## src/rtl/sdpram_bist.sv

```systemverilog
// Built-in self test for a simple dual-port RAM: fill with a pattern, read back,
// compare against a latency-matched expected pipeline, report pass/errors/first fail.
module sdpram_bist #(
  parameter int ADDR_WIDTH = 12,
  parameter int DATA_WIDTH = 8,
  parameter int BE_WIDTH   = 1,
  parameter int RD_LATENCY = 2,
  parameter int ERR_CNT_W  = 8
) (
  input  logic                  clk,
  input  logic                  rst,
  input  logic                  start,
  input  logic [1:0]            mode,
  output logic                  busy,
  output logic                  done,
  output logic                  pass,
  output logic [ERR_CNT_W-1:0]  err_cnt,
  output logic [ADDR_WIDTH-1:0] first_fail_addr,
  output logic                  mem_wr_en,
  output logic [ADDR_WIDTH-1:0] mem_wr_addr,
  output logic [DATA_WIDTH-1:0] mem_wr_data,
  output logic [BE_WIDTH-1:0]   mem_wr_byte_en,
  output logic                  mem_rd_en,
  output logic [ADDR_WIDTH-1:0] mem_rd_addr,
  input  logic [DATA_WIDTH-1:0] mem_rd_data,
  output logic [2:0]            dbg_state
);

  typedef enum logic [2:0] {
    S_IDLE  = 3'd0,
    S_WRITE = 3'd1,
    S_READ  = 3'd2,
    S_DRAIN = 3'd3,
    S_DONE  = 3'd4
  } state_t;

  localparam int DRN_W = (RD_LATENCY > 1) ? $clog2(RD_LATENCY) : 1;
  localparam logic [ADDR_WIDTH-1:0] ADDR_LAST = '1;
  localparam logic [DRN_W-1:0]      DRN_LAST  = DRN_W'(RD_LATENCY - 1);

  state_t                state_q, state_d;
  logic [ADDR_WIDTH-1:0] addr_q, addr_d, addr_inc;
  logic [1:0]            mode_q, mode_d;
  logic [DRN_W-1:0]      drain_q, drain_d;
  logic                  wr_en_q, wr_en_d;
  logic                  rd_en_q, rd_en_d;
  logic [DATA_WIDTH-1:0] wr_data_q, wr_data_d;
  logic [ERR_CNT_W-1:0]  err_q, err_d;
  logic [ADDR_WIDTH-1:0] ffa_q, ffa_d;
  logic                  ff_q, ff_d;
  logic                  mismatch;

  logic                  pv_q [RD_LATENCY];
  logic [DATA_WIDTH-1:0] pd_q [RD_LATENCY];
  logic [ADDR_WIDTH-1:0] pa_q [RD_LATENCY];

  function automatic logic [DATA_WIDTH-1:0] pattern(input logic [1:0] m,
                                                    input logic [ADDR_WIDTH-1:0] a);
    logic [DATA_WIDTH-1:0] ax;
    logic [DATA_WIDTH-1:0] cb;
    ax = DATA_WIDTH'(a);
    for (int i = 0; i < DATA_WIDTH; i++) cb[i] = ~i[0];
    if (a[0]) cb = ~cb;
    case (m)
      2'd0:    pattern = ~ax;
      2'd1:    pattern = ax;
      2'd2:    pattern = cb;
      default: pattern = ~cb;
    endcase
  endfunction

  assign addr_inc = addr_q + 1'b1;
  assign mismatch = pv_q[RD_LATENCY-1] && (mem_rd_data != pd_q[RD_LATENCY-1]);

  // start is a request accepted only in IDLE or DONE; done then holds until the
  // next accepted start, so a controller may pulse or level-hold start freely.
  always_comb begin
    state_d   = state_q;
    addr_d    = addr_q;
    mode_d    = mode_q;
    drain_d   = drain_q;
    wr_en_d   = 1'b0;
    rd_en_d   = 1'b0;
    wr_data_d = wr_data_q;
    err_d     = err_q;
    ffa_d     = ffa_q;
    ff_d      = ff_q;

    if (mismatch) begin
      if (err_q != '1) err_d = err_q + 1'b1;
      if (!ff_q) begin
        ff_d  = 1'b1;
        ffa_d = pa_q[RD_LATENCY-1];
      end
    end

    case (state_q)
      S_IDLE, S_DONE: begin
        if (start) begin
          state_d   = S_WRITE;
          addr_d    = '0;
          mode_d    = mode;
          wr_en_d   = 1'b1;
          wr_data_d = pattern(mode, '0);
          err_d     = '0;
          ffa_d     = '0;
          ff_d      = 1'b0;
        end
      end
      S_WRITE: begin
        if (addr_q == ADDR_LAST) begin
          state_d = S_READ;
          addr_d  = '0;
          rd_en_d = 1'b1;
        end else begin
          addr_d    = addr_inc;
          wr_en_d   = 1'b1;
          wr_data_d = pattern(mode_q, addr_inc);
        end
      end
      S_READ: begin
        if (addr_q == ADDR_LAST) begin
          state_d = S_DRAIN;
          drain_d = '0;
        end else begin
          addr_d  = addr_inc;
          rd_en_d = 1'b1;
        end
      end
      S_DRAIN: begin
        if (drain_q == DRN_LAST) state_d = S_DONE;
        else                     drain_d = drain_q + 1'b1;
      end
      default: state_d = S_IDLE;
    endcase
  end

  always_ff @(posedge clk) begin
    if (rst) begin
      state_q   <= S_IDLE;
      addr_q    <= '0;
      mode_q    <= 2'd0;
      drain_q   <= '0;
      wr_en_q   <= 1'b0;
      rd_en_q   <= 1'b0;
      wr_data_q <= '0;
      err_q     <= '0;
      ffa_q     <= '0;
      ff_q      <= 1'b0;
    end else begin
      state_q   <= state_d;
      addr_q    <= addr_d;
      mode_q    <= mode_d;
      drain_q   <= drain_d;
      wr_en_q   <= wr_en_d;
      rd_en_q   <= rd_en_d;
      wr_data_q <= wr_data_d;
      err_q     <= err_d;
      ffa_q     <= ffa_d;
      ff_q      <= ff_d;
    end
  end

  // Expected-data pipeline: stage 0 captures the read presented on the port,
  // the last stage lines up with the RAM's returned data.
  always_ff @(posedge clk) begin
    if (rst) begin
      for (int i = 0; i < RD_LATENCY; i++) pv_q[i] <= 1'b0;
    end else begin
      pv_q[0] <= rd_en_q;
      for (int i = 1; i < RD_LATENCY; i++) pv_q[i] <= pv_q[i-1];
    end
    pd_q[0] <= pattern(mode_q, addr_q);
    pa_q[0] <= addr_q;
    for (int i = 1; i < RD_LATENCY; i++) begin
      pd_q[i] <= pd_q[i-1];
      pa_q[i] <= pa_q[i-1];
    end
  end

  assign busy            = (state_q == S_WRITE) || (state_q == S_READ) || (state_q == S_DRAIN);
  assign done            = (state_q == S_DONE);
  assign pass            = done && (err_q == '0);
  assign err_cnt         = err_q;
  assign first_fail_addr = ffa_q;
  assign mem_wr_en       = wr_en_q;
  assign mem_wr_addr     = addr_q;
  assign mem_wr_data     = wr_data_q;
  assign mem_wr_byte_en  = '1;
  assign mem_rd_en       = rd_en_q;
  assign mem_rd_addr     = addr_q;
  assign dbg_state       = state_q;

endmodule

```

## config.mk

```make
export PLATFORM = sky130hd
export DESIGN_NAME = sdpram_bist
export DESIGN_NICKNAME = d
export VERILOG_FILES = /design/src/rtl/sdpram_bist.sv
export SDC_FILE = /design/constraint.sdc
export NUM_CORES = 1
export LEC_CHECK = 0
export CAP_MARGIN = 5
export CORE_MARGIN = 4
export CORE_UTILIZATION = 46
export CTS_CLUSTER_SIZE = 30
export DETAILED_ROUTE_END_ITERATION = 8
export PLACE_DENSITY = 0.85
export REMOVE_ABC_BUFFERS = 1
export SETUP_SLACK_MARGIN = 0.2
export SLEW_MARGIN = 25
export SYNTH_ARGS = -nofsm -noshare
export SYNTH_HDL_FRONTEND = slang
export SYNTH_SLANG_ARGS = --single-unit
```

## constraint.sdc

```tcl
create_clock -name clk -period 2.11 [get_ports clk]
set_input_delay 0.211 -clock clk [delete_from_list [all_inputs] [get_ports clk]]
set_output_delay 0.211 -clock clk [all_outputs]
set_load 0.05 [all_outputs]
```

# Yosys cells after proc, flatten, opt, wreduce, memory -nomap -nowiden

Memory sizes are Yosys's and may differ from the RTL's.
Index checks and enable logic that the tools add are counted.

Register bits: 49
RAM bits: 42
Input bits: 13
Output and inout port bits: 61
Word-level logic and storage cells: 99
Memories kept: 3

Memories:

| memory | depth | width | rd ports | clocked after Yosys merged registers in | wr ports | line | RTL |
|---|---|---|---|---|---|---|---|
| pa_q   | 2     | 12    | 2        | 0                                       | 2        | 55   | `logic [ADDR_WIDTH-1:0] pa_q [RD_LATENCY];` |
| pd_q   | 2     | 8     | 2        | 0                                       | 2        | 54   | `logic [DATA_WIDTH-1:0] pd_q [RD_LATENCY];` |
| pv_q   | 2     | 1     | 2        | 0                                       | 2        | 53   | `logic pv_q [RD_LATENCY];` |

$add $sub $neg: 3
Eq/ne operators: 17
Muxes and demuxes: 43
Bitwise operators: 6
Reductions and logical operators: 17

Operators with widths:

| operator                                            | number |
|---|---|
| 2-to-1 mux 12 bit                                   | 7 |
| 2-to-1 mux 8 bit                                    | 10 |
| case mux 8 bit (3 select lines)                     | 3 |
| case mux 12 bit (3 select lines)                    | 1 |
| NOT 8 bit                                           | 4 |
| case mux 8 bit (2 select lines)                     | 1 |
| 2-to-1 mux 1 bit                                    | 13 |
| adder 12 x 1 -> 12 bit, second input constant       | 1 |
| equality test 12 bit, second input constant         | 1 |
| 2-to-1 mux 3 bit                                    | 4 |
| inequality test 2 bit, second input constant        | 6 |
| case mux 3 bit (4 select lines)                     | 1 |
| adder 8 x 1 -> 8 bit, second input constant         | 1 |
| zero test 8 bit                                     | 1 |
| inequality test 8 bit                               | 1 |
| inequality test 8 bit, second input constant        | 1 |
| equality test 3 x 2 -> 1 bit, second input constant | 2 |
| case mux 1 bit (2 select lines)                     | 3 |
| AND reduction 3 bit                                 | 2 |
| equality test 2 x 1 -> 1 bit, second input constant | 2 |
| equality test 2 bit, second input constant          | 2 |
| zero test 2 bit                                     | 2 |
| AND reduction 2 bit                                 | 2 |
| AND reduction 4 bit                                 | 1 |
| other kinds (10)                                    | 14 |

# Logic depth before layout (Yosys ltp)

Depth after elaboration: 8
Gate-level depth with buffers: 7
Gate-level depth less buffers: 6

# Worst setup path before layout

OpenSTA, ideal clock, no wires.

Kind: reg2out
From: register state_q[2] (netlist: dbg_state[2])
To: output port pass
Data arrival time: 3.012 ns
Data required time: 1.899 ns
Path slack: -1.113 ns
Stages on the path, launching flop included: 5
Path buffers: 1
Cells stage by stage: dfxtp_1 > clkbuf_1 > and2_1 > nand4_1 > nor4_1

Cells in the longest elaborated chain, start to end: 2

Ends and longest elaborated chain:

| item                     | line | RTL |
|---|---|---|
| start: declaration       | 41   | `state_t state_q, state_d;` |
| start signal: assignment | 151  | `state_q <= state_d;` |
| equality test 3 bit      | 182  | `assign done = (state_q == S_DONE);` |
| named net done           | 15   | `output logic done,` |
| logical AND 1 bit        | 183  | `assign pass = done && (err_q == '0);` |
| end: declaration         | 16   | `output logic pass,` |

The timed path passes the listed nets, and every way through them passes these cells.

# Worst setup path after layout

From: register state_q[0] (netlist: dbg_state[0])
To: output port pass

Cells in the longest elaborated chain, start to end: 2

Ends and longest elaborated chain:

| item                | line |
|---|---|
| equality test 3 bit | 182 |
| logical AND 1 bit   | 183 |

No other way between the ends.

==> impl_metrics.toml <==
[timing]
setup_viol = 0
holdWs_ps = 332.1
final_hold_viol_count = 0
drv_slew = 0
worstMarginPinSlew_ps = 546.5
fin_skew_ps = 7.988
fmax_mhz = 515.6
rsz0062_at_grt = "true"
max-slew-margin-rel = 0.6341
period_needed_ps = 1939
finalCritPeriodShare = 0.9191

[die]
initial_utilization = 0.4785
coreArea_sq_mm = 0.007848
fp.dieW_um = 98.35
std_cell_rows = 32
io_pins = 74
die_h_um = 98.35
dieArea_sq_mm = 0.009672

[route]
drc = 0
drtIter0Drc = 293
drtAntennaViolNets = 0
vias = 3302
routed_via_density = 5.616
first_pass_iters = 5
wl_per_cell_um = 16.08
wirelength_um = 9457

[worst_hold_path]
hold_path.class = "register to register"
hold_start = "pd_q[0][0]"

[cells_and_area]
areaGrowthSynthToFinish_pct = 29.86
n_antenna_cell = 0
layout-drive-gt1-share = 0.1358
nets = 499
final_common_cell = "dfxtp_1"
regArea_sq_mm = 0.001831
n_fill_cell = 652
final_cell_mix = "dfxtp_1 (88), nor2_1 (39), clkdlybuf4s50_1 (38), nand2_1 (30), buf_4 (30)"
final_area_sq_mm = 0.004876
multiInputGateArea_sq_mm = 0.001718

[setup_path]
crit_fanout = 11
end_kind = "output pin"
rr_startpoint = "dbg_state[1]"
criticalPathCategory = "register to output pin"
critPathLaunchType = "register"
startpoint = "dbg_state[0]"
critPathRequiredTime_ps = 1900
crit_arrival_ps = 1730

[synthesis]
synth_area_sq_mm = 0.003755
synth-main-ff-cell = "dfxtp_1"
yosys.area.top_type = "dfxtp_1"
seq_area_frac_synth = 0.4852
synth_cell_types = 59
synth_edf_count = 0
ys_seq_elements = 91
synth_top_area_share = 0.4852
yosysWarnings = 0
avgSynthCellArea_sq_um = 9.294
ys_async_sr_fraction = 0
postSynthCellCount = 404
synthTopCellsByArea = "dfxtp_1 (49%), xnor2_1 (4.9%), nor2_1 (4.0%)"

[clock_tree]
clock-sinks = 91
clkLatencyLatePin_ps = 350
cts_max_level = 3
cts_tree = "built"
clk_pin_slew_ps = 90
cts-buffers-inserted = 9
cts-root-buf = "clkbuf_8"
cts_buffer_depth = 2

[placed_design]
place_congestion = 0.9086
dpl_cell_area_sq_mm = 0.004602
dpl.hpwl_um = 6766
port_buffers = 72

[grt]
grt_max_degree = 25
grt_pass1_wl_um = 15090
antenna_found_initial = 0
track_usage = 0.1946
globalRoute.totalOverflow = 0
grt_pass1_vias = 3189

[power_and_ir_drop]
power_density_mw_per_mm2 = 715.8
pwr-share-comb = 0.131
p_leak_nw = 2.240
power.internal_mw = 2.526
ir_drop_v = 0.0003576
p_seq_frac = 0.522
swShare = 0.2761
clock_power_share = 0.347
switchingPower_mw = 0.9637

[job]
max-cap-violations = 0

[run_status]
outcome = "completed"
-- area by class of cell --
class,count,share of cell area
clock buffers,9,0.02540
multi-input cells,266,0.3523
inverters,13,0.01001
repair buffers,100,0.1940
flip-flops and latches,91,0.3754
clock inverters,7,0.01668
well taps,102,0.02617
-- per-layer routing --
metal / up-vias / wire length, um / GRT usage
met2: 167 / 4526 / 0.3177
met3: 20 / 801 / 0.05071
met1: 1553 / 3946 / 0.2456
met5: - / 0 / 0
li1: 1562 / - / -
met4: 0 / 183 / 0.07668
-- stage by stage --
stage	utilization	TNS, ps	setup slack, ps	instances	total power, mW
after CTS	0.6119	0	132.0	586	3.512
after global routing	0.6213	0	96.21	588	3.633
after floorplan	-	-16840	-1005	370	2.144
final	0.6213	0	170.7	588	3.490
after global placement	0.5864	0	102.9	570	2.301
after detailed placement	0.5864	0	33.42	570	2.313
-- worst paths after layout --
check	slack, ps	cells after the start	endpoint
setup / recovery	170	5	pass
hold / removal	330	0	pd_q[0][8]
setup reg to reg	280	5	mem_rd_addr[9]
hold reg to reg	330	0	pd_q[0][8]
-- power by group through the flow --
stage	clock, mW	sequential, mW	combinational (mW)
after global placement	0	1.86	0.440
after detailed placement	0	1.86	0.449
after CTS	1.24	1.82	0.449
after floorplan	0	1.95	0.193
after global routing	1.31	1.83	0.487
final	1.21	1.82	0.456
-- cell usage after synthesis, types with 5 or more instances --
library cell / n
dfxtp_1: 91
nor2_1: 40
nand2_1: 30
a21oi_1: 24
xnor2_1: 21
o21ai_0: 15
buf_4: 13
mux2i_1: 13
inv_1: 12
nor3_1: 12
nand3_1: 11
clkbuf_1: 9
buf_2: 8
nand4_1: 7
or3_1: 6
a31oi_1: 5
ha_1: 5
nand2b_1: 5
nor2b_1: 5
-- repair_timing --
action | CTS | global route
pin swaps | 0 | 4
hold buffers | 0 | 0
setup endpoints to repair | 34 | 30
buffers inserted | 0 | 2
resized for setup | 23 | 21
-- registers in the layout, indices dropped and copies added (netlist names) --
signal / flops
dbg_state: 3
pa_q: 24
mode_q: 2
mem_wr_en: 1
first_fail_addr: 12
mem_rd_addr: 12
mem_rd_en: 1
mem_wr_data: 8
ff_q: 1
drain_q: 1
pv_q: 2
err_cnt: 8
pd_q: 16
-- worst max-delay path, stage by stage (launching register included) --
cell and delay, ps:
dfxtp_4 400, nor2_2 140, and2_4 180, nand4_1 160
nor4_4 310, buf_12 180
-- cell families after synthesis --
| family | Yosys count | synth area share |
|---|---|---|
| adders and majority gates | 5 | 0.01666 |
| and+or+nand+nor | 140 | 0.1916 |
| DFF | 91 | 0.4852 |
| other | 1 | 0.0009987 |
| buffers and inverters | 47 | 0.06664 |
| AOI/OAI and AO/OA | 83 | 0.1476 |
| xor gates and xnor gates | 23 | 0.05365 |
| muxes | 14 | 0.03765 |
(Power assumes the default switching activity.)
